[src/rtl/mod_counter_gen_if.sv]
// Control/status bundle for one mod_counter_gen stage.
// The master drives the controls and the slave (the counter) returns its state.
interface mod_counter_gen_if #(
   parameter int WIDTH   = 4,
   parameter int TALLY_W = 4
);
   logic               en;
   logic               up_dn;
   logic               load;
   logic [WIDTH-1:0]   load_val;
   logic               tally_clr;
   logic [WIDTH-1:0]   count;
   logic               tc;
   logic               wrap;
   logic [TALLY_W-1:0] tally;

   modport master (
      output en, up_dn, load, load_val, tally_clr,
      input  count, tc, wrap, tally
   );

   modport slave (
      input  en, up_dn, load, load_val, tally_clr,
      output count, tc, wrap, tally
   );
endinterface

[src/rtl/mod_counter_gen.sv]
// Parametrised up/down modulo-N counter with load, cascade terminal count,
// registered wrap pulse and saturating wrap tally.
module mod_counter_gen #(
   parameter int WIDTH   = 4,
   parameter int MODULUS = 10,
   parameter int TALLY_W = 4
) (
   input  logic                 clk,
   input  logic                 reset,
   mod_counter_gen_if.slave     bus
);
   generate
      if (MODULUS < 2 || MODULUS > (2 ** WIDTH)) begin : g_bad_modulus
         $error("mod_counter_gen: MODULUS out of range for WIDTH");
      end
      if ($bits(bus.count) != WIDTH || $bits(bus.tally) != TALLY_W) begin : g_bad_bus
         $error("mod_counter_gen: interface widths do not match parameters");
      end
   endgenerate

   // One extra bit so MODULUS == 2**WIDTH is representable in compares.
   localparam logic [WIDTH:0]     MOD_W = (WIDTH+1)'(MODULUS);
   localparam logic [WIDTH:0]     MAX_W = (WIDTH+1)'(MODULUS - 1);
   localparam logic [WIDTH:0]     ONE_W = (WIDTH+1)'(1);
   localparam logic [TALLY_W-1:0] T_MAX = '1;
   localparam logic [TALLY_W-1:0] T_ONE = TALLY_W'(1);

   logic [WIDTH-1:0]   count_q;
   logic               wrap_q;
   logic [TALLY_W-1:0] tally_q;

   logic [WIDTH:0]     cnt_ext;
   logic [WIDTH:0]     load_ext;
   logic [WIDTH:0]     nxt;
   logic [WIDTH-1:0]   ld_val;
   logic               step_wrap;
   logic               wrap_edge;

   assign cnt_ext  = {1'b0, count_q};
   assign load_ext = {1'b0, bus.load_val};
   assign ld_val   = (load_ext < MOD_W) ? bus.load_val : MAX_W[WIDTH-1:0];

   // An out-of-range count recovers to 0 and is treated as a wrap either way.
   always_comb begin
      nxt       = cnt_ext;
      step_wrap = 1'b0;
      if (cnt_ext >= MOD_W) begin
         nxt       = '0;
         step_wrap = 1'b1;
      end else if (bus.up_dn) begin
         if (cnt_ext == MAX_W) begin
            nxt       = '0;
            step_wrap = 1'b1;
         end else begin
            nxt = cnt_ext + ONE_W;
         end
      end else begin
         if (cnt_ext == '0) begin
            nxt       = MAX_W;
            step_wrap = 1'b1;
         end else begin
            nxt = cnt_ext - ONE_W;
         end
      end
   end

   assign wrap_edge = bus.en & ~bus.load & step_wrap;

   always_ff @(posedge clk) begin
      if (!reset) begin
         count_q <= '0;
         wrap_q  <= 1'b0;
         tally_q <= '0;
      end else begin
         if (bus.load)
            count_q <= ld_val;
         else if (bus.en)
            count_q <= nxt[WIDTH-1:0];
         wrap_q <= wrap_edge;
         if (bus.tally_clr)
            tally_q <= '0;
         else if (wrap_edge && tally_q != T_MAX)
            tally_q <= tally_q + T_ONE;
      end
   end

   // Zero-latency look-ahead so a following stage steps on our wrap edge.
   assign bus.tc    = bus.en & ~bus.load &
                      ((bus.up_dn & (cnt_ext == MAX_W)) | (~bus.up_dn & (cnt_ext == '0)));
   assign bus.count = count_q;
   assign bus.wrap  = wrap_q;
   assign bus.tally = tally_q;
endmodule

[src/flat_wrapper.sv]
// flat-port wrapper written by rule: the top's interface ports become plain ports
module mod_counter_gen_flat 
#(
   parameter int WIDTH   = 4,
   parameter int MODULUS = 10,
   parameter int TALLY_W = 4
)
  (clk, reset, bus_en, bus_up_dn, bus_load, bus_load_val, bus_tally_clr, bus_count, bus_tc, bus_wrap, bus_tally);
  mod_counter_gen_if #(.WIDTH(WIDTH), .TALLY_W(TALLY_W)) bus_i ();
  input  logic clk;
  input  logic reset;
  input wire logic [$bits(bus_i.en)-1:0] bus_en;
  input wire logic [$bits(bus_i.up_dn)-1:0] bus_up_dn;
  input wire logic [$bits(bus_i.load)-1:0] bus_load;
  input wire logic [$bits(bus_i.load_val)-1:0] bus_load_val;
  input wire logic [$bits(bus_i.tally_clr)-1:0] bus_tally_clr;
  output wire logic [$bits(bus_i.count)-1:0] bus_count;
  output wire logic [$bits(bus_i.tc)-1:0] bus_tc;
  output wire logic [$bits(bus_i.wrap)-1:0] bus_wrap;
  output wire logic [$bits(bus_i.tally)-1:0] bus_tally;
  assign bus_i.en = bus_en;
  assign bus_i.up_dn = bus_up_dn;
  assign bus_i.load = bus_load;
  assign bus_i.load_val = bus_load_val;
  assign bus_i.tally_clr = bus_tally_clr;
  assign bus_count = bus_i.count;
  assign bus_tc = bus_i.tc;
  assign bus_wrap = bus_i.wrap;
  assign bus_tally = bus_i.tally;
  mod_counter_gen #(.WIDTH(WIDTH), .MODULUS(MODULUS), .TALLY_W(TALLY_W)) u_core (.clk(clk), .reset(reset), .bus(bus_i));
endmodule
[config.mk]
export PLATFORM = sky130hd
export DESIGN_NAME = mod_counter_gen_flat
export DESIGN_NICKNAME = d
export VERILOG_FILES = /design/src/rtl/mod_counter_gen_if.sv /design/src/rtl/mod_counter_gen.sv /design/src/flat_wrapper.sv
export SDC_FILE = /design/constraint.sdc
export NUM_CORES = 1
export LEC_CHECK = 0
export BUFFER_PORTS_ARGS = -buffer_cell sky130_fd_sc_hd__buf_2
export CAP_MARGIN = 20
export CORE_MARGIN = 2
export CORE_UTILIZATION = 35
export CTS_CLUSTER_SIZE = 16
export DETAILED_ROUTE_END_ITERATION = 16
export GPL_TIMING_DRIVEN = 1
export SKIP_CTS_REPAIR_TIMING = 1
export SYNTH_ARGS = -nofsm -noshare
export SYNTH_HDL_FRONTEND = slang
export SYNTH_SLANG_ARGS = --single-unit
[constraint.sdc]
create_clock -name clk -period 1.8 [get_ports clk]
set_input_delay 0.18 -clock clk [delete_from_list [all_inputs] [get_ports clk]]
set_output_delay 0.18 -clock clk [all_outputs]
set_load 0.05 [all_outputs]
==> results.md <==
- Wire length of the first global-routing pass: 3.03 mm
- Total Power: 0.541 mW
- Drt initial violations: 14
- RSZ-0062 raised after global routing: no
- Final cell count without fillers: 136
- Final min period: between 1.5 and 2 ns
- P_int: 0.353 mW
- Worst Path Class, Setup: register to primary output
- Die H: 48.5 um
- CTS Root Cell: clkbuf_4
- PwrDens: 630 nW/um2
- Total GRT Usage: 16.1%
- # H-tree levels: 1
- Status: finished clean
- Final Cycle Share: 95.2%
- Min-Delay Path Class: input port to register
- Syn_nets: 99
- Clock power share: 30.3%
- Syn-to-layout area delta: 23.8%
- Crit. End Element: primary output
- Post-route ant nets: 0
- Avg Vias per Cell: 5.28
- Pin count of the biggest net entering global routing: 16
- Finish-stage setup viols: 0
- CP cell instances: or4b_4 > a21oi_2 > buf_2
- Seq pwr share: 40.2%
- CP Data Arrival Time: 1.53 ns
- Avg WL per Cell: 11.9 um
- IO Pins: 20
- Fin. Hold Viols: 0
- Synth cell types: 40
- Max Clock Skew: ~0.0019 ns
- Filler cells: 216
- CP delay by family, top: simple AND/OR/NAND/NOR gates
- Peak fanout along the critical path: 2
- F_max: 583 MHz
- DRC violations left: 0
- Synth warnings: 0
- Inserted Clock Buffers: 3
- Post-synthesis sequential area ratio: between 20% and 30%
- Drt total wl: approximately 1.6 mm
- Crit path required time: 1.62 ns
- Post-DP HPWL: between 1 and 1.5 mm
- Total core area: between 1500 and 2000 um2
- Total die area: between 2000 and 2500 um2
- Sw Pwr: 0.188 mW
- EDFF count, synth: 0
- Number of diodes: 0
- Pre-antenna DRT Iters: 4
- Share of layout cells above drive strength 1: 33.9%
- Area post-placement: 830 um2
- TritonCTS Sinks: 9
- Final hold slack: 0.101 ns
- Clk Latency, worst-skew pair: 0.27 ns
- Setup_tns: 0 ns
- CTS tree: done
- Vias in the first global route: 718
- Net Sw Frac: between 30% and 40%
- Placed insts: 132
- Critical Path Max Stage Delay: 0.55 ns
- Fin area: roughly 860 um2
- Post-Synthesis Cells: 88
- Gr ovfl total: 0
- Tightest Pin Transition: 0.363 ns
- Final Max Tran Viols: 0
- Port bufs: 19
- Via count: 718
- Max_cap viols: 0
- Worst setup SP type: register
- Clk pin slew, worst setup/hold paths: 0.07 ns
- Gpl congestion: around 0.8
- Avg Cell Area, Syn: 7.88 um2
- Critical path's slowest cell: or4b_4
- Async SR Flop Fraction: 0%
- Clk buf depth: 2
- Initial antenna violation count: 0
- Leak: between 0.3 and 0.4 nW
- Crit path buf inv count: 1
- Worst ir drop on vdd: approximately 0.00019 V
- Number of core rows: 16
- Synth Cell Area: about 690 um2
- Rel. slew slack: 75.7%
- Final Net Count: 121
- Die width: 48.5 um
- Combinational share of power: slightly below 30%
- Initial Util: a little over a third
- Flops & latches, synth: 9
- Synth Flop Type: dfxtp_1
layout make-up:
cell class                 instances  area, um2  share of cell area [%]
clock buffer                       4       26.3                    3.06
inverter                           5       18.8                    2.19
multi-input combinational         67        460                    53.6
sequential                         9        186                    21.7
tap                               27       33.8                    3.94
timing repair buffer              24        133                    15.5
power by group through the flow:
stage / Sequential, mW / Clock [mW] / Combinational [mW]
floorplan: 0.248 / 0 / 0.0915
global placement: 0.222 / 0 / 0.158
detailed placement: 0.222 / 0 / 0.159
CTS: 0.218 / 0.162 / 0.159
global route: 0.219 / 0.179 / 0.175
finish: 0.217 / 0.164 / 0.160
flip-flops by register name (all words and copies together) (netlist names):
register and flops:
u_core.bus.wrap 1, u_core.bus.count 4, u_core.bus.tally 4
synthesized netlist by cell type (2+ instances only):
master / n / share of area (%)
inv_1: 5 / 2.7
a211oi_1: 2 / 2.2
a21oi_1: 6 / 4.3
nor2b_1: 2 / 1.8
nand3_1: 2 / 1.4
nand2_1: 8 / 4.3
nor3_1: 3 / 2.2
nand2b_1: 2 / 1.8
and4_1: 2 / 2.5
dfxtp_1: 9 / 26
o21ai_0: 5 / 3.6
mux2i_1: 3 / 4.3
clkbuf_1: 4 / 2.2
a2bb2oi_1: 2 / 2.5
nor2_1: 8 / 4.3
stage by stage:
stage,setup slack (ns),util [%]
floorplan,0.000791,-
global placement,0.186,43.2
detailed placement,0.127,43.2
CTS,0.0818,44.5
global route,0.00960,44.7
finish,0.0856,44.7
routing by layer:
layer / vias to the layer above / wire length (um) / GRT usage [%]
li1: 371 / - / -
met1: 326 / 820 / 22.0
met2: 19 / 711 / 24.3
met3: 2 / 76 / 3.40
met4: 0 / 16 / 7.62
met5: - / 0 / 0
worst register-to-register path, stage by stage, from the launching register on:
cell	delay, ns
dfxtp_1	0.34
or4b_2	0.69
a21boi_0	0.16
o21ai_0	0.12
a211oi_1	0.25
final timing paths:
path | start | end | slack (ns) | cells past startpoint
worst max-delay path | u_core.bus.count[2]$_SDFFE_PN0P_ | bus_tc | 0.09 | 3
worst min-delay path | bus_tally_clr | u_core.bus.tally[2]$_SDFFE_PP0P_ | 0.10 | 2
worst max register to register | u_core.bus.count[0]$_SDFFE_PN0P_ | u_core.bus.count[2]$_SDFFE_PN0P_ | 0.15 | 4
worst min register to register | u_core.bus.tally[1]$_SDFFE_PP0P_ | u_core.bus.tally[1]$_SDFFE_PP0P_ | 0.50 | 2
cells in the final DEF, fill, tap and decap left out, drive strengths merged, types with 2 or more instances in the layout:
cell     Yosys  routed
nand2        8       8
nand2b       2       2
or4b         2       2
clkbuf       4       4
nor3         3       3
mux2i        3       3
a211oi       2       2
nand3        2       2
buf          3      24
and4         2       2
inv          5       5
a2bb2oi      2       2
nor2         8       8
a21oi        7       7
nor2b        2       2
o21ai        5       5
dfxtp        9       9
cells by family after synthesis:
kind of cell             Yosys count  synth area share [%]
AND/OR/NAND/NOR                   34                  26.7
AO/OA/AOI/OAI                     28                  31.8
buffers and inverters             12                  8.12
flip-flops                         9                  26.0
multiplexers                       3                  4.33
XOR/XNOR                           1                  1.26
adder cells (fa/ha/maj)            1                  1.80
No activity file was read; power rests on OpenSTA's default activity.
